===== src/rtl/rom_data_arbiter_if.sv =====
// rom_data_arbiter_if
// Bundles the two requester ports and the ROM data port of rom_data_arbiter.
//   i_M0_REQ/i_M1_REQ     requester access request, held until its GNT
//   i_M0_ADDR/i_M1_ADDR   requester byte address (32 bits)
//   i_M0_HB/i_M1_HB       access size: 00 byte, 01 halfword, others word
//   o_M0_GNT/o_M1_GNT     one-cycle completion strobe to the owning requester
//   o_M0_RDATA/o_M1_RDATA read data, valid only while the matching GNT is high
//   o_ERR                 timed-out access marker, coincident with a GNT
//   o_ROM_CE/o_ROM_REQ    ROM data-port enable and request
//   o_ROM_ADDR/o_ROM_HB   latched address and size driven to the ROM
//   i_ROM_GNT/i_ROM_RDATA ROM completion strobe and read data
// The arbiter connects through modport master; the requesters and ROM
// side (or a testbench) connect through modport slave.
interface rom_data_arbiter_if;
  logic        i_M0_REQ;
  logic        i_M1_REQ;
  logic [31:0] i_M0_ADDR;
  logic [31:0] i_M1_ADDR;
  logic [1:0]  i_M0_HB;
  logic [1:0]  i_M1_HB;
  logic        o_M0_GNT;
  logic        o_M1_GNT;
  logic [31:0] o_M0_RDATA;
  logic [31:0] o_M1_RDATA;
  logic        o_ERR;
  logic        o_ROM_CE;
  logic        o_ROM_REQ;
  logic [31:0] o_ROM_ADDR;
  logic [1:0]  o_ROM_HB;
  logic        i_ROM_GNT;
  logic [31:0] i_ROM_RDATA;

  modport master (
    input  i_M0_REQ, i_M1_REQ, i_M0_ADDR, i_M1_ADDR, i_M0_HB, i_M1_HB,
    input  i_ROM_GNT, i_ROM_RDATA,
    output o_M0_GNT, o_M1_GNT, o_M0_RDATA, o_M1_RDATA, o_ERR,
    output o_ROM_CE, o_ROM_REQ, o_ROM_ADDR, o_ROM_HB
  );

  modport slave (
    output i_M0_REQ, i_M1_REQ, i_M0_ADDR, i_M1_ADDR, i_M0_HB, i_M1_HB,
    output i_ROM_GNT, i_ROM_RDATA,
    input  o_M0_GNT, o_M1_GNT, o_M0_RDATA, o_M1_RDATA, o_ERR,
    input  o_ROM_CE, o_ROM_REQ, o_ROM_ADDR, o_ROM_HB
  );
endinterface


===== src/rtl/rom_data_arbiter.sv =====
// rom_data_arbiter
// Shares one ROM data port between two requesters (M0, M1) with round-robin
// arbitration and an access timeout.
//   TIMEOUT  BUSY cycles without i_ROM_GNT before the access aborts (2..255)
//   i_CLK    clock, rising edge
//   i_RSTn   asynchronous active-low reset
//   bus      rom_data_arbiter_if.master: requester and ROM signals
// Sequence per access: IDLE (arbitrate, latch ADDR/HB) -> BUSY (drive ROM,
// wait for i_ROM_GNT or timeout, grant combinationally) -> DONE (one cycle
// with ROM REQ low) -> IDLE.
module rom_data_arbiter #(
  parameter int unsigned TIMEOUT = 15
) (
  input logic             i_CLK,
  input logic             i_RSTn,
  rom_data_arbiter_if.master bus
);

  typedef enum logic [1:0] {
    IDLE = 2'd0,
    BUSY = 2'd1,
    DONE = 2'd2
  } state_t;

  localparam logic [7:0] TO_CNT = 8'(TIMEOUT);

  state_t      state, state_nxt;
  logic        owner, owner_nxt;   // 0 = M0, 1 = M1
  logic        last, last_nxt;     // last-served requester
  logic [7:0]  cnt, cnt_nxt;
  logic [31:0] addr, addr_nxt;
  logic [1:0]  hb, hb_nxt;

  logic        pick;
  logic        fin;
  logic [31:0] fin_data;

  always_ff @(posedge i_CLK or negedge i_RSTn) begin
    if (!i_RSTn) begin
      state <= IDLE;
      owner <= 1'b0;
      last  <= 1'b1;
      cnt   <= 8'd0;
      addr  <= 32'd0;
      hb    <= 2'd0;
    end else begin
      state <= state_nxt;
      owner <= owner_nxt;
      last  <= last_nxt;
      cnt   <= cnt_nxt;
      addr  <= addr_nxt;
      hb    <= hb_nxt;
    end
  end

  // With both requesting, serve the one that was not served last;
  // with a single request, that requester wins regardless of the pointer.
  assign pick = (bus.i_M0_REQ && bus.i_M1_REQ) ? ~last : bus.i_M1_REQ;

  always_comb begin
    state_nxt = state;
    owner_nxt = owner;
    last_nxt  = last;
    cnt_nxt   = cnt;
    addr_nxt  = addr;
    hb_nxt    = hb;
    fin       = 1'b0;
    fin_data  = 32'd0;

    bus.o_ROM_CE   = 1'b0;
    bus.o_ROM_REQ  = 1'b0;
    bus.o_ROM_ADDR = 32'd0;
    bus.o_ROM_HB   = 2'd0;
    bus.o_ERR      = 1'b0;

    unique case (state)
      IDLE: begin
        if (bus.i_M0_REQ || bus.i_M1_REQ) begin
          owner_nxt = pick;
          addr_nxt  = pick ? bus.i_M1_ADDR : bus.i_M0_ADDR;
          hb_nxt    = pick ? bus.i_M1_HB : bus.i_M0_HB;
          cnt_nxt   = 8'd0;
          state_nxt = BUSY;
        end
      end
      BUSY: begin
        bus.o_ROM_CE   = 1'b1;
        bus.o_ROM_REQ  = 1'b1;
        bus.o_ROM_ADDR = addr;
        bus.o_ROM_HB   = hb;
        // A ROM answer in the timeout cycle still wins over the error.
        if (bus.i_ROM_GNT) begin
          fin      = 1'b1;
          fin_data = bus.i_ROM_RDATA;
        end else if (cnt == TO_CNT) begin
          fin       = 1'b1;
          bus.o_ERR = 1'b1;
        end else begin
          cnt_nxt = cnt + 8'd1;
        end
        if (fin) begin
          last_nxt  = owner;
          state_nxt = DONE;
        end
      end
      DONE: begin
        // ROM REQ low for one cycle lets the ROM re-arm its grant.
        state_nxt = IDLE;
      end
      default: begin
        state_nxt = IDLE;
      end
    endcase

    bus.o_M0_GNT   = fin && !owner;
    bus.o_M1_GNT   = fin && owner;
    bus.o_M0_RDATA = (fin && !owner) ? fin_data : 32'd0;
    bus.o_M1_RDATA = (fin && owner) ? fin_data : 32'd0;
  end

endmodule

===== src/flat_wrapper.sv =====
// flat-port wrapper written by rule: the top's interface ports become plain ports
module rom_data_arbiter_flat 
#(
  parameter int unsigned TIMEOUT = 15
)
  (i_CLK, i_RSTn, bus_i_M0_REQ, bus_i_M1_REQ, bus_i_M0_ADDR, bus_i_M1_ADDR, bus_i_M0_HB, bus_i_M1_HB, bus_i_ROM_GNT, bus_i_ROM_RDATA, bus_o_M0_GNT, bus_o_M1_GNT, bus_o_M0_RDATA, bus_o_M1_RDATA, bus_o_ERR, bus_o_ROM_CE, bus_o_ROM_REQ, bus_o_ROM_ADDR, bus_o_ROM_HB);
  rom_data_arbiter_if bus_i ();
  input logic i_CLK;
  input logic i_RSTn;
  input wire logic [$bits(bus_i.i_M0_REQ)-1:0] bus_i_M0_REQ;
  input wire logic [$bits(bus_i.i_M1_REQ)-1:0] bus_i_M1_REQ;
  input wire logic [$bits(bus_i.i_M0_ADDR)-1:0] bus_i_M0_ADDR;
  input wire logic [$bits(bus_i.i_M1_ADDR)-1:0] bus_i_M1_ADDR;
  input wire logic [$bits(bus_i.i_M0_HB)-1:0] bus_i_M0_HB;
  input wire logic [$bits(bus_i.i_M1_HB)-1:0] bus_i_M1_HB;
  input wire logic [$bits(bus_i.i_ROM_GNT)-1:0] bus_i_ROM_GNT;
  input wire logic [$bits(bus_i.i_ROM_RDATA)-1:0] bus_i_ROM_RDATA;
  output wire logic [$bits(bus_i.o_M0_GNT)-1:0] bus_o_M0_GNT;
  output wire logic [$bits(bus_i.o_M1_GNT)-1:0] bus_o_M1_GNT;
  output wire logic [$bits(bus_i.o_M0_RDATA)-1:0] bus_o_M0_RDATA;
  output wire logic [$bits(bus_i.o_M1_RDATA)-1:0] bus_o_M1_RDATA;
  output wire logic [$bits(bus_i.o_ERR)-1:0] bus_o_ERR;
  output wire logic [$bits(bus_i.o_ROM_CE)-1:0] bus_o_ROM_CE;
  output wire logic [$bits(bus_i.o_ROM_REQ)-1:0] bus_o_ROM_REQ;
  output wire logic [$bits(bus_i.o_ROM_ADDR)-1:0] bus_o_ROM_ADDR;
  output wire logic [$bits(bus_i.o_ROM_HB)-1:0] bus_o_ROM_HB;
  assign bus_i.i_M0_REQ = bus_i_M0_REQ;
  assign bus_i.i_M1_REQ = bus_i_M1_REQ;
  assign bus_i.i_M0_ADDR = bus_i_M0_ADDR;
  assign bus_i.i_M1_ADDR = bus_i_M1_ADDR;
  assign bus_i.i_M0_HB = bus_i_M0_HB;
  assign bus_i.i_M1_HB = bus_i_M1_HB;
  assign bus_i.i_ROM_GNT = bus_i_ROM_GNT;
  assign bus_i.i_ROM_RDATA = bus_i_ROM_RDATA;
  assign bus_o_M0_GNT = bus_i.o_M0_GNT;
  assign bus_o_M1_GNT = bus_i.o_M1_GNT;
  assign bus_o_M0_RDATA = bus_i.o_M0_RDATA;
  assign bus_o_M1_RDATA = bus_i.o_M1_RDATA;
  assign bus_o_ERR = bus_i.o_ERR;
  assign bus_o_ROM_CE = bus_i.o_ROM_CE;
  assign bus_o_ROM_REQ = bus_i.o_ROM_REQ;
  assign bus_o_ROM_ADDR = bus_i.o_ROM_ADDR;
  assign bus_o_ROM_HB = bus_i.o_ROM_HB;
  rom_data_arbiter #(.TIMEOUT(TIMEOUT)) u_core (.i_CLK(i_CLK), .i_RSTn(i_RSTn), .bus(bus_i));
endmodule

===== config.mk =====
export PLATFORM = sky130hd
export DESIGN_NAME = rom_data_arbiter_flat
export DESIGN_NICKNAME = d
export VERILOG_FILES = /design/src/rtl/rom_data_arbiter_if.sv /design/src/rtl/rom_data_arbiter.sv /design/src/flat_wrapper.sv
export SDC_FILE = /design/constraint.sdc
export NUM_CORES = 1
export LEC_CHECK = 0
export ABC_AREA = 1
export CORE_ASPECT_RATIO = 0.5
export CORE_MARGIN = 1.5
export CORE_UTILIZATION = 35
export DETAILED_ROUTE_END_ITERATION = 8
export GPL_TIMING_DRIVEN = 1
export PLACE_DENSITY_LB_ADDON = 0.08
export SYNTH_ARGS = -nofsm -noshare
export SYNTH_HDL_FRONTEND = slang
export SYNTH_SLANG_ARGS = --single-unit

===== constraint.sdc =====
create_clock -name i_CLK -period 1.9 [get_ports i_CLK]
set_clock_uncertainty 0.15 [all_clocks]
set_input_delay 0.57 -clock i_CLK [delete_from_list [all_inputs] [get_ports i_CLK]]
set_output_delay 0.57 -clock i_CLK [all_outputs]
set_load 0.05 [all_outputs]

==> impl_metrics.prom, run 1 <==
# TYPE chip_impl_metric gauge
chip_impl_info{name="outcome",value="did not finish"} 1
chip_impl_info{name="haltStage",value="clock tree synthesis (4_1_cts)"} 1
chip_impl_info{name="firstError",value="[ERROR DPL-0038] Utilization greater than 100%, impossible to legalize"} 1
chip_impl_metric{name="synthAdderAreaFrac",unit="%"} 0.445
chip_impl_metric{name="netlist_instances",unit=""} 424
chip_impl_metric{name="fp-row-count",unit=""} 22
chip_impl_metric{name="synth-seq-cells",unit=""} 46
chip_impl_metric{name="post_synth_xor_area_fraction",unit="%"} 0
chip_impl_metric{name="synth-edff-count",unit=""} 0
chip_impl_info{name="main_combinational_cell_family_by_area_after_synthesis",value="simple AND/OR/NAND/NOR gates"} 1
chip_impl_metric{name="port_buffers",unit=""} 207
chip_impl_metric{name="synth_area",unit="sq mm"} 0.00281
chip_impl_metric{name="synth_simple_gate_area_share",unit="%"} 31.4
chip_impl_metric{name="postSynthAreaPerCell",unit="sq um"} 6.62
chip_impl_metric{name="dpl_cell_area",unit="sq mm"} 0.00713
chip_impl_metric{name="clockBufferDepth",unit=""} 2
chip_impl_metric{name="cts_num_sinks",unit=""} 46
chip_impl_metric{name="synth_compound_area_share",unit="%"} 15.5
chip_impl_metric{name="cts_hold_bufs",unit=""} 0
chip_impl_metric{name="ys_async_sr_fraction",unit="%"} 100
chip_impl_info{name="synth_flop_cell",value="sky130_fd_sc_hd__dfrtp_1"} 1
chip_impl_metric{name="post-cts-setup-buffer-count",unit=""} 21
chip_impl_metric{name="ioPinCount",unit=""} 208
chip_impl_metric{name="seq_area_frac_synth",unit="%"} 41.0
chip_impl_metric{name="synth.yosys.warnings",unit=""} 0
chip_impl_metric{name="unique_masters_post_synth",unit=""} 25
chip_impl_metric{name="start_util",unit="%"} 37.2
chip_impl_info{name="cts_root_buffer",value="sky130_fd_sc_hd__clkbuf_16"} 1
chip_impl_metric{name="mappedNetlistNets",unit=""} 530
chip_impl_metric{name="die_w",unit="microns"} 130
chip_impl_metric{name="place_congestion",unit=""} 0.807
chip_impl_metric{name="cts-resized-gates",unit=""} 70
chip_impl_metric{name="numCtsBuffers",unit=""} 5
chip_impl_metric{name="place.detailed.hpwl",unit="mm"} 11.8
chip_impl_metric{name="place_ws",unit="ns"} -0.954
chip_impl_metric{name="h-tree-depth",unit=""} 2
chip_impl_metric{name="floorplan.die.height",unit="microns"} 66.3
chip_impl_metric{name="muxShareOfSynthArea",unit="%"} 0
-- synth_stat cells (2+ instances only) --
cell	n	share of area, %
sky130_fd_sc_hd__nor2_1	141	19
sky130_fd_sc_hd__nand2_1	63	8.4
sky130_fd_sc_hd__dfrtp_1	45	40
sky130_fd_sc_hd__inv_1	44	5.9
sky130_fd_sc_hd__o21ai_0	38	6.8
sky130_fd_sc_hd__o22ai_1	34	7.6
sky130_fd_sc_hd__clkbuf_1	15	2.0
sky130_fd_sc_hd__buf_2	8	1.4
sky130_fd_sc_hd__nand3_1	8	1.4
sky130_fd_sc_hd__o21ai_1	5	0.89
sky130_fd_sc_hd__inv_2	4	0.53
sky130_fd_sc_hd__buf_4	3	0.80
sky130_fd_sc_hd__buf_6	2	0.80
sky130_fd_sc_hd__nand2_2	2	0.45
sky130_fd_sc_hd__nor2_4	2	0.80
-- per-stage QoR --
step / setup TNS (ns) / std cells
2_1_floorplan: -9.73 / 424
3_3_place_gp: -61.38 / 743
3_5_place_dp: -73.01 / 743
-- cell families after synthesis --
| kind of cell | Yosys count |
|---|---|
| AO/OA/AOI/OAI | 78 |
| adder cells (fa/ha/maj) | 1 |
| AND/OR/NAND/NOR | 222 |
| flip-flops | 46 |
| buffers and inverters | 77 |
==> run 2: changes to the inputs <==
--- a/config.mk
+++ b/config.mk
@@ -6,12 +6,11 @@
 export NUM_CORES = 1
 export LEC_CHECK = 0
 export ABC_AREA = 1
-export CORE_ASPECT_RATIO = 0.5
 export CORE_MARGIN = 1.5
-export CORE_UTILIZATION = 35
+export CORE_UTILIZATION = 25
 export DETAILED_ROUTE_END_ITERATION = 8
 export GPL_TIMING_DRIVEN = 1
-export PLACE_DENSITY_LB_ADDON = 0.08
+export PLACE_DENSITY_LB_ADDON = 0.15
 export SYNTH_ARGS = -nofsm -noshare
 export SYNTH_HDL_FRONTEND = slang
 export SYNTH_SLANG_ARGS = --single-unit
==> run 2 against run 1 <==
The flow now finishes, with violations (negative setup slack). Synthesized cell count unchanged. Area after synthesis unchanged.
==> impl_metrics.prom, run 2 <==
# TYPE chip_impl_metric gauge
chip_impl_metric{name="grt_pass1_vias",unit=""} 3866
chip_impl_info{name="slowest_stage",value="sky130_fd_sc_hd__dfrtp_1"} 1
chip_impl_metric{name="synth_top_area_share",unit="%"} 40.1
chip_impl_metric{name="netlist_instances",unit=""} 424
chip_impl_metric{name="worst_ep_required_time",unit="ns"} 1.18
chip_impl_metric{name="drv.max_cap_violation_count",unit=""} 0
chip_impl_metric{name="seq_area_frac_synth",unit="%"} 41.0
chip_impl_info{name="cts_tree",value="yes"} 1
chip_impl_metric{name="design.final.nets",unit=""} 757
chip_impl_metric{name="global_route_total_overflow",unit=""} 0
chip_impl_metric{name="start_util",unit="%"} 25.8
chip_impl_metric{name="grt_antenna_before_repair",unit=""} 0
chip_impl_info{name="synth_top_cell_by_area",value="sky130_fd_sc_hd__dfrtp_1"} 1
chip_impl_metric{name="synth_area",unit="sq mm"} 0.00281
chip_impl_metric{name="total_power",unit="mW"} 11.1
chip_impl_metric{name="worst_skew_pair.late_latency",unit="ns"} 0.30
chip_impl_metric{name="area_growth",unit="%"} 180
chip_impl_metric{name="fp-row-count",unit=""} 38
chip_impl_info{name="final_common_cell",value="sky130_fd_sc_hd__buf_12"} 1
chip_impl_metric{name="numCtsBuffers",unit=""} 5
chip_impl_metric{name="ys_async_sr_fraction",unit="%"} 100
chip_impl_info{name="synth_area_leaders",value="sky130_fd_sc_hd__dfrtp_1, sky130_fd_sc_hd__nor2_1, sky130_fd_sc_hd__nand2_1, sky130_fd_sc_hd__o22ai_1, sky130_fd_sc_hd__o21ai_0"} 1
chip_impl_metric{name="finalWorstSetupSlack",unit="ns"} -0.526
chip_impl_info{name="outcome",value="complete, but fails checks"} 1
chip_impl_metric{name="p_clk_share",unit="%"} 7.0
chip_impl_metric{name="finalInstanceArea",unit="sq mm"} 0.00787
chip_impl_metric{name="critical_path.max_stage_delay",unit="ns"} 0.42
chip_impl_info{name="synth_flop_cell",value="sky130_fd_sc_hd__dfrtp_1"} 1
chip_impl_metric{name="first_pass_iters",unit=""} 4
chip_impl_metric{name="max_slew.worst_pin.slew",unit="ns"} 0.408
chip_impl_metric{name="synth-edff-count",unit=""} 0
chip_impl_metric{name="layout-drive-gt1-share",unit="%"} 47.5
chip_impl_info{name="largest-register",value="u_core.addr"} 1
chip_impl_metric{name="hold_viol",unit=""} 0
chip_impl_metric{name="via_count",unit=""} 3679
chip_impl_info{name="worst_hold_path_type",value="in -> async"} 1
chip_impl_metric{name="grt_start_max_net_pins",unit=""} 37
chip_impl_metric{name="core_box_area",unit="sq mm"} 0.0109
chip_impl_metric{name="total_global_route_track_usage",unit="%"} 21.1
chip_impl_metric{name="irDropWorstVdd",unit="mV"} 1.10
chip_impl_metric{name="p_sw_share",unit="%"} 50.3
chip_impl_metric{name="unique_masters_post_synth",unit=""} 25
chip_impl_metric{name="final.period_utilization",unit="%"} 128
chip_impl_info{name="crit_path_frequent_cell",value="sky130_fd_sc_hd__nor2_4"} 1
chip_impl_info{name="critPathCaptureType",value="primary output"} 1
chip_impl_metric{name="leakage",unit="nW"} 3.07
chip_impl_info{name="mostFrequentLayoutCells",value="sky130_fd_sc_hd__buf_12, sky130_fd_sc_hd__nor2_4, sky130_fd_sc_hd__clkdlybuf4s50_1"} 1
chip_impl_metric{name="arrival",unit="ns"} 1.71
chip_impl_metric{name="seq_power_share",unit="%"} 14.1
chip_impl_info{name="cts_root_buffer",value="sky130_fd_sc_hd__clkbuf_8"} 1
chip_impl_metric{name="critical_path.n_buffers_inverters",unit=""} 4
chip_impl_info{name="rsz0062_at_grt",value="yes"} 1
chip_impl_metric{name="largest_reg_flops",unit=""} 32
chip_impl_metric{name="timing.max_slew.rel_slack",unit="%"} 72.8
chip_impl_metric{name="place_congestion",unit=""} 0.777
chip_impl_metric{name="cts_num_sinks",unit=""} 46
chip_impl_metric{name="num_antenna_cells",unit=""} 0
chip_impl_metric{name="die_w",unit="microns"} 109
chip_impl_metric{name="setup_viol",unit=""} 103
chip_impl_metric{name="synth.yosys.warnings",unit=""} 0
chip_impl_metric{name="comb_power_share",unit="%"} 78.9
chip_impl_metric{name="wire_length_of_the_first_global_routing_pass",unit="mm"} 19.6
chip_impl_metric{name="drv_slew",unit=""} 0
chip_impl_metric{name="net-switching-power",unit="mW"} 5.58
chip_impl_metric{name="finalWorstPathRequiredPeriod",unit="ns"} 2.43
chip_impl_info{name="startpoint_type",value="flip-flop"} 1
chip_impl_metric{name="die_area",unit="sq mm"} 0.0119
chip_impl_metric{name="route.detailed.drc",unit=""} 0
chip_impl_metric{name="detail_route.vias_per_cell",unit=""} 4.65
chip_impl_metric{name="place.detailed.hpwl",unit="mm"} 9.41
chip_impl_metric{name="drt-wirelength-per-cell",unit="microns"} 15.7
chip_impl_metric{name="port_buffers",unit=""} 207
chip_impl_info{name="reg.largest.list",value="u_core.addr (32), u_core.cnt (8)"} 1
chip_impl_info{name="cp_cell_sequence",value="nor2_4, inv_4, nor2_4, buf_12, buf_16, nand2_4, nor2_4, buf_12"} 1
chip_impl_metric{name="wl",unit="mm"} 12.5
chip_impl_metric{name="h-tree-depth",unit=""} 2
chip_impl_metric{name="cts.reportedPaths.clkPinSlew",unit="ns"} 0.10
chip_impl_metric{name="postSynthAreaPerCell",unit="sq um"} 6.62
chip_impl_info{name="critPathTopFamily",value="buffers and inverters"} 1
chip_impl_metric{name="drt_first_iter_violations",unit=""} 105
chip_impl_metric{name="hold_slack",unit="ns"} 0.0248
chip_impl_metric{name="clockBufferDepth",unit=""} 2
chip_impl_metric{name="fmaxAchievable",unit="GHz"} 0.412
chip_impl_metric{name="floorplan.die.height",unit="microns"} 109
chip_impl_info{name="failing_checks",value="negative setup slack"} 1
chip_impl_info{name="crit_type",value="reg -> out"} 1
chip_impl_info{name="synth.cells.most_frequent",value="sky130_fd_sc_hd__nor2_1, sky130_fd_sc_hd__nand2_1, sky130_fd_sc_hd__dfrtp_1"} 1
chip_impl_metric{name="maximum_fanout_along_the_worst_path",unit=""} 6
chip_impl_info{name="most_frequent_cell_after_synthesis",value="sky130_fd_sc_hd__nor2_1"} 1
chip_impl_metric{name="mappedNetlistNets",unit=""} 530
chip_impl_metric{name="antenna_violating_nets_post_route",unit=""} 0
chip_impl_metric{name="synth-seq-cells",unit=""} 46
chip_impl_metric{name="power_density_over_cell_area",unit="mW/mm^2"} 1410
chip_impl_metric{name="place_ws",unit="ns"} -0.921
chip_impl_metric{name="ioPinCount",unit=""} 208
chip_impl_metric{name="power.internal",unit="mW"} 5.52
chip_impl_metric{name="dpl_cell_area",unit="sq mm"} 0.00718
chip_impl_metric{name="cts_hold_bufs",unit=""} 0
run 2: cell counts after synthesis:
No cell type changed its count.
run 2: per-stage QoR:
step           TNS [ns]  util (%)  instances
2_1_floorplan     -9.73         -        424
6_report         -45.95      72.3        792
5_1_grt          -54.91      72.3        792
3_3_place_gp     -66.37      65.9        773
4_1_cts          -46.08      69.9        787
3_5_place_dp     -68.46      65.9        773
run 2: area by class of cell:
type | count | area, sq um
repair buffers | 249 | 3670
fillers | 743 | 3020
multi-input cells | 301 | 2550
inverters | 48 | 196
clock inverters | 3 | 48.8
clock buffers | 5 | 68.8
flip-flops and latches | 46 | 1160
well taps | 140 | 175
run 2: what timing repair did:
| item | 4_1_cts | 5_1_grt |
|---|---|---|
| setup endpoints to repair | 104 | 136 |
| pin swaps | 7 | 36 |
| endpoints found under the hold margin | 0 | 0 |
| resized for setup | 48 | 42 |
| buffers inserted | 2 | 5 |
| cloned | 4 | 0 |
run 2: final timing paths:
kind / start / end / cells after the start / slack [ns]
min in group i_CLK: u_core.last / u_core.last / 2 / 0.33
max in group asynchronous: i_RSTn / u_core.addr[2] / 2 / 1.06
setup / recovery: u_core.state[1] / bus_o_M0_RDATA[24] / 8 / -0.53
hold / removal: i_RSTn / u_core.addr[8] / 1 / 0.02
setup reg to reg: u_core.state[1] / u_core.cnt[6] / 9 / 0.19
hold reg to reg: u_core.last / u_core.last / 2 / 0.33
run 2: power by group through the flow:
| stage | sequential, mW | clock (mW) | combinational, mW |
|---|---|---|---|
| CTS | 1.55 | 0.803 | 8.51 |
| finish | 1.56 | 0.777 | 8.76 |
| floorplan | 1.52 | 0 | 4.73 |
| detailed placement | 1.58 | 0 | 8.09 |
| global placement | 1.55 | 0 | 7.98 |
| global route | 1.59 | 0.839 | 9.19 |
run 2: cells by family after synthesis:
logic type | after synthesis | synth area share, %
flops | 46 | 41.0
compound gates | 78 | 15.5
buf+inv | 77 | 11.6
fa+ha+maj | 1 | 0.445
simple gates | 222 | 31.4
run 2: routing by layer:
layer,share of wire [%],vias up,wire (microns),global-route usage (%)
met5,0,-,0,0
met3,9.0,17,1120,6.28
met2,54,150,6680,39.6
li1,-,1800,-,-
met4,1.8,0,229,5.92
met1,36,1712,4440,22.7
(Power assumes the default switching activity.)
